--- src/rtl/rx_fifo.sv ---
// Receive FIFO between a UART receive block and a consumer: 16-entry show-ahead
// buffer with capture handshake and sticky error flags. Optional define RX_FIFO_ERR_TAG_EN.
module rx_fifo (
  input  logic       clk,
  input  logic       n_rst,
  input  logic [7:0] rx_data,
  input  logic       data_ready,
  input  logic       overrun_error,
  input  logic       framing_error,
  output logic       data_read,
  input  logic       pop,
  output logic [7:0] rd_data,
  output logic       rd_err,
  output logic       fifo_empty,
  output logic       fifo_full,
  output logic [4:0] fifo_count,
  input  logic       clear_err,
  output logic       ovr_seen,
  output logic       frm_seen
);

  localparam int unsigned DEPTH = 16;
  localparam int unsigned AW    = 4;
  localparam int unsigned CW    = 5;
`ifdef RX_FIFO_ERR_TAG_EN
  localparam int unsigned EW    = 9;
`else
  localparam int unsigned EW    = 8;
`endif

  typedef enum logic [1:0] {IDLE, CAPTURE, WAIT} state_t;

  state_t          state;
  logic [EW-1:0]   mem [DEPTH];
  logic [AW-1:0]   wptr;
  logic [AW-1:0]   rptr;
  logic [CW-1:0]   count;
  logic            wr_en;
  logic            rd_en;
  logic [EW-1:0]   wr_entry;
  logic [EW-1:0]   head;

  assign wr_en      = (state == CAPTURE);
  assign rd_en      = pop && !fifo_empty;
  assign fifo_count = count;
  assign fifo_empty = (count == CW'(0));
  assign fifo_full  = (count == CW'(DEPTH));
  assign head       = mem[rptr];

  // A reset landing in the capture cycle withdraws the acknowledge immediately
  assign data_read  = wr_en && !n_rst;

`ifdef RX_FIFO_ERR_TAG_EN
  assign wr_entry = {framing_error, rx_data};
  assign rd_data  = head[7:0];
  assign rd_err   = !fifo_empty && head[8];
`else
  assign wr_entry = rx_data;
  assign rd_data  = head;
  assign rd_err   = 1'b0;
`endif

  // Capture FSM, pointers, occupancy and sticky flags
  always_ff @(posedge clk) begin
    if (n_rst) begin
      state    <= IDLE;
      wptr     <= '0;
      rptr     <= '0;
      count    <= '0;
      ovr_seen <= 1'b0;
      frm_seen <= 1'b0;
    end else begin
      case (state)
        IDLE:    if (data_ready && !fifo_full) state <= CAPTURE;
        CAPTURE: state <= WAIT;
        WAIT:    if (!data_ready) state <= IDLE;
        default: state <= IDLE;
      endcase

      if (wr_en) wptr <= wptr + AW'(1);
      if (rd_en) rptr <= rptr + AW'(1);

      case ({wr_en, rd_en})
        2'b10:   count <= count + CW'(1);
        2'b01:   count <= count - CW'(1);
        default: count <= count;
      endcase

      // Set events take priority over clear
      if (overrun_error)                ovr_seen <= 1'b1;
      else if (clear_err)               ovr_seen <= 1'b0;

      if (wr_en && framing_error)       frm_seen <= 1'b1;
      else if (clear_err)               frm_seen <= 1'b0;
    end
  end

  // Storage is not reset; a reset in the capture cycle suppresses the write
  always_ff @(posedge clk) begin
    if (wr_en && !n_rst) mem[wptr] <= wr_entry;
  end

endmodule

--- config.mk ---
export PLATFORM = sky130hd
export DESIGN_NAME = rx_fifo
export DESIGN_NICKNAME = d
export VERILOG_FILES = /design/src/rtl/rx_fifo.sv
export SDC_FILE = /design/constraint.sdc
export NUM_CORES = 1
export LEC_CHECK = 0
export BUFFER_PORTS_ARGS = -buffer_cell sky130_fd_sc_hd__buf_2
export CAP_MARGIN = 0
export CORE_ASPECT_RATIO = 1.2
export CORE_MARGIN = 3
export CORE_UTILIZATION = 49
export CTS_BUF_LIST = sky130_fd_sc_hd__clkbuf_4
export CTS_CLUSTER_DIAMETER = 50
export DETAILED_ROUTE_END_ITERATION = 8
export PLACE_DENSITY = 0.75
export SYNTH_ARGS = -nofsm -noshare
export SYNTH_HDL_FRONTEND = slang
export SYNTH_SLANG_ARGS = --single-unit
--- constraint.sdc ---
create_clock -name clk -period 3.2 [get_ports clk]
set_input_delay 0.16 -clock clk [delete_from_list [all_inputs] [get_ports clk]]
set_output_delay 0.16 -clock clk [all_outputs]
set_load 0.02 [all_outputs]
# Word-level counts from Yosys, hierarchy flattened
# Memories as Yosys holds them, arrays and structs flattened. A register that Yosys moved wholly into a read port is not among the register bits.
# Cells that the tools add are included.
# Widths: inputs -> output; s select.
[totals] out_inout_bits=19 mem_count=1 wordCells=42 ff_bits=17 ram_bits=128
[mem_list] memory="mem" words=16 word_bits=8 read_ports=1 rd_ports_with_merged_regs=1 wr=1 line_no="34" source="logic [EW-1:0] mem [DEPTH];"
[classes] eq_ne=7 mux=11 add_sub_neg=4 reduce_logical=13
[ops] operator="$pmux 5 s2" n=1
[ops] operator="$add 4x1->4 const B" n=2
[ops] operator="$mux 4" n=2
[ops] operator="$pmux 2 s3" n=1
[ops] operator="$reduce_bool 2->1" n=3
[ops] operator="$add 5x1->5 const B" n=1
[ops] operator="$eq 5x5->1 const B" n=1
[ops] operator="$logic_not 5->1" n=1
[ops] operator="$mux 1" n=5
[ops] operator="$sub 5x1->5 const B" n=1
[ops] operator="$eq 2x1->1 const B" n=2
[ops] operator="$eq 2x2->1 const B" n=2
[ops] operator="$logic_and 1x1->1" n=4
[ops] operator="$mux 2" n=2
[ops] operator="$ne 2x2->1 const B" n=2
[ops] operator="$logic_not 1->1" n=3
[ops] operator="$logic_not 2->1" n=1
[ops] operator="$reduce_and 2->1" n=1

# Longest topological paths before layout
[depth] word_depth=5 depth_mapped=12 ltp_nobuf=10

# Worst setup path before layout
# No wires, ideal clock.
[synth_timing] path_type="reg-to-reg" start="register count[1], in the netlist fifo_count[1]" end="register count[4], in the netlist fifo_count[4]" required_time_ps=3079 path_stages_with_launch=13 arrival_ps=2801 period_less_slack_ps=2922 path_slack_ps=278 cell_sequence="dfxtp_1 -> clkbuf_1 -> or4_4 -> o21ai_2 -> inv_1 -> ha_1 -> clkbuf_1 -> xor2_1 -> ha_1 -> nor2b_1 -> a22oi_1 -> a31oi_1 -> mux2_2"
[synth_between] elab_chain_len=5 elab_cells_between_ends=9 classes_between="add/sub: 2; eq/ne: 2; mux: 1; reduce/logical: 4"
[synth_lines] element="start, declared" line_no="37" source="logic [CW-1:0] count;"
[synth_lines] element="start signal, assigned" line_no="84" source="2'b10: count <= count + CW'(1);"
[synth_lines] element="start signal, assigned" line_no="85" source="2'b01: count <= count - CW'(1);"
[synth_lines] element="start signal, assigned" line_no="86" source="default: count <= count;"
[synth_lines] element="branches (longest 5 deep; another with $sub 5x1->5)"
# Parallel ways; which one is timed is not known.
# A chain may end at the register's enable or synchronous reset.

# Worst setup path in the final report
[layout_timing] start="register count[2], in the netlist fifo_count[2]" end="register count[4], in the netlist fifo_count[4]"
# Same word-level chain as after synthesis.

==> impl_metrics.tcl <==
set metrics [dict create \
    die_width_um 107 \
    routabilityCongestion 0.726 \
    yosysWarnings 0 \
    dp_hpwl_um 7130 \
    slowest_stage "or4_4" \
    critical_path_class "register to register" \
    setup_tns_ns 0 \
    areaGrowthSynthToFinish_pct 13.7 \
    clk_pin_slew_ns 0.12 \
    yosys.area.top_type "edfxtp_1" \
    route.detailed.drc 0 \
    fp.dieH_um 127 \
    slew_headroom_pct 48.4 \
    dr.pass1.iters 5 \
    vias_per_cell 5.55 \
    status "finished, final reports clean" \
    cp-start-kind "register" \
    fmax_mhz 346 \
    antenna_found_initial 0 \
    postRouteAntennaNets 0 \
    cts.sinks 149 \
    cp.depth 10 \
    synth_top_cell_area_share_pct 64.3 \
    cp-end-kind "register" \
    rr_endpoint "fifo_count[4]$_SDFFE_PP0P_" \
    layout_min_cycle_time_ns 2.89 \
    powerDensity_nw_per_um2 657 \
    timing.rr.start "fifo_count[2]$_SDFFE_PP0P_" \
    tightest_slew_ns 0.772 \
    clock_path_buffers 2 \
    track_usage_pct 17.8 \
    layout.nets 400 \
    synth_cell_type_count 39 \
    ys.flop_type "edfxtp_1" \
    rsz0062_at_grt "false" \
    skew_ns 0.0214 \
    ir_drop_mv 0.483 \
    hold_path_class "input port to register" \
    drv_cap 0 \
    required_ns 3.62 \
    root_buffer "clkbuf_4" \
    grt_pass1_wl_um 17800 \
    arrival_ns 3.30 \
    fin_crit_sh_pct 90.2 \
    drive_above_1_share_pct 27.4 \
    critPathLaunch "fifo_count[2]$_SDFFE_PP0P_" \
    fin_util_pct 57.9 \
    ys_top_cells_by_area "edfxtp_1 (64%), mux4_2 (9.8%), dfxtp_1 (7.0%), mux4_1 (6.2%), nor2_1 (1.8%)" \
    clk_latency_ns 0.51 \
    crit_family "simple AND/OR/NAND/NOR gates" \
    wire_per_inst_um 20.1 \
    finalHoldViolCount 0 \
    drv_slew 0 \
    path_common_cell "ha_1" \
    slowest_delay_ns 0.60 \
    via_count 3038 \
    leakagePower_uw 0.00230 \
    syn-cell-area_um2 5980 \
    start_util_pct 51.0 \
    syn_inst 312 \
    syn_nets 335 \
    setup_violations 0 \
    syn_avg_cell_area_um2 19.2 \
    crit_buf_inv 1 \
    numCtsBuffers 17 \
    design.core.area_um2 11700 \
    ys_seq_area_share_pct 71.3 \
    endpoint "fifo_count[4]$_SDFFE_PP0P_" \
    n_antenna_cell 0 \
    ys_ff_latch 149 \
    fp-row-count 43 \
    portBuffers 32 \
    cts_tree "done" \
    routed_wl_um 11000 \
    grt-ovfl-total 0 \
    htreeDepth 4 \
    cp_max_fo 11 \
    r2r_cells 10 \
    crit_chain "or4_4 > o21ai_2 > inv_1 > ha_1 > xor2_1 > ha_1 > nor2b_1 > a22oi_1 > a31oi_1 > mux2_2" \
    reg2reg_slack_ns 0.31 \
    synth_edf_count 128 \
    drt_iter0_markers 219 \
    grt_pass1_vias 3254 \
    async_flop_share_pct 0 \
    num_io_pins 34 \
    die_area_um2 13600 \
    grt_max_degree 33 \
]
cells in the final DEF (no fill, tap or decap), types with 2 or more instances in the layout:
master / Yosys / layout
mux2_2: 2 / 2
mux2i_1: 2 / 2
nand3b_1: 2 / 2
xor2_1: 9 / 9
nor2b_1: 3 / 3
nor2_1: 29 / 29
a21oi_1: 9 / 9
nand2b_1: 3 / 3
clkinv_2: 0 / 4
clkinvlp_4: 0 / 2
mux4_1: 14 / 14
clkinv_1: 0 / 2
clkinv_4: 0 / 2
nor3_1: 4 / 4
nand2_1: 10 / 10
dfxtp_1: 21 / 20
or3_1: 2 / 2
buf_4: 3 / 13
o21ai_0: 2 / 2
edfxtp_1: 128 / 128
clkbuf_4: 0 / 18
buf_2: 3 / 32
mux4_2: 26 / 26
bufinv_16: 0 / 3
o211ai_1: 2 / 2
inv_1: 6 / 6
dlygate4sd3_1: 0 / 17
ha_1: 8 / 8
a22oi_1: 2 / 2
kinds of logic (layout without fill, tap and decap cells):
group,count (synthesis),after routing,synth area share (%)
adders and majority gates,8,8,1.67
other,1,1,0.0627
buffers and inverters,23,101,2.43
and+or+nand+nor,59,59,4.60
xor gates and xnor gates,9,9,1.32
AOI/OAI and AO/OA,19,19,1.93
muxes,44,44,16.7
DFF,149,149,71.3
routing by layer:
metal  track usage (%)  up-vias  part of all wire [%]
met4              8.05        0                   2.2
met1              21.6     1544                    40
met3              4.40       16                   4.2
met5                 0        -                     0
li1                  -     1384                     -
met2              30.3       94                    54
Yosys cell counts, drive strengths merged, types with 2 or more instances:
cell / instances
a21oi: 9
a22oi: 2
buf: 11
clkbuf: 6
dfxtp: 21
edfxtp: 128
ha: 8
inv: 6
mux2: 2
mux2i: 2
mux4: 40
nand2: 10
nand2b: 3
nand3b: 2
nor2: 29
nor2b: 3
nor3: 4
o211ai: 2
o21ai: 3
or3: 2
xor2: 9
state kept, by name, summed over array words and instances (netlist names), named ones only:
| signal | flops |
|---|---|
| ovr_seen | 1 |
| wptr | 4 |
| rptr | 4 |
| frm_seen | 1 |
| mem | 128 |
| state | 2 |
| fifo_count | 5 |
cell type report:
cell class | instances | area, µm²
clock inverters | 14 | 159
multi-input cells | 140 | 1570
clock buffers | 18 | 135
well taps | 157 | 196
fillers | 939 | 4930
repair buffers | 63 | 448
flip-flops and latches | 149 | 4270
inverters | 6 | 22.5
worst reg2reg max path: cells and delay by family, from the launching register on:
family	cells	cell delay, ns
AND/OR/NAND/NOR	2	0.73
multiplexers	1	0.35
AO/OA/AOI/OAI	3	0.49
flip-flops	1	0.43
buffers and inverters	1	0.09
adder cells (fa/ha/maj)	2	0.53
XOR/XNOR	1	0.19
report_power, final:
group,switching (µW),internal [µW],total [µW]
combinational,548,520,1070
sequential,68.0,2160,2230
clock,624,544,1170
metrics by stage:
stage,std cells,hold WS (ns),total power [µW],instance area [µm²],setup slack [ns]
after floorplan,312,0.259,3110,5980,0.278
after global placement,498,0.369,3300,6330,0.428
after detailed placement,498,0.378,3330,6330,0.332
after CTS,547,0.370,4520,6800,0.311
after global routing,547,0.386,4690,6800,0.117
final,547,0.444,4460,6800,0.313
worst min path at each step:
stage | start | to | slack (ns) | depth (start not counted)
floorplan | rx_data[0] | mem[0][0]$_DFFE_PP_ | 0.26 | 0
global placement | overrun_error | ovr_seen$_SDFFE_PP0P_ | 0.37 | 3
detailed placement | overrun_error | ovr_seen$_SDFFE_PP0P_ | 0.38 | 3
CTS | data_ready | state[0]$_SDFFE_PP0P_ | 0.37 | 4
global route | data_ready | state[0]$_SDFFE_PP0P_ | 0.39 | 4
finish | data_ready | state[0]$_SDFFE_PP0P_ | 0.44 | 4
timing repair:
action	in CTS	in global routing
hold buffers	17	0
resized for setup	0	0
endpoints found under the hold margin	139	0
setup buffers	0	0
Note: power is estimated with default switching activity, not from simulation.
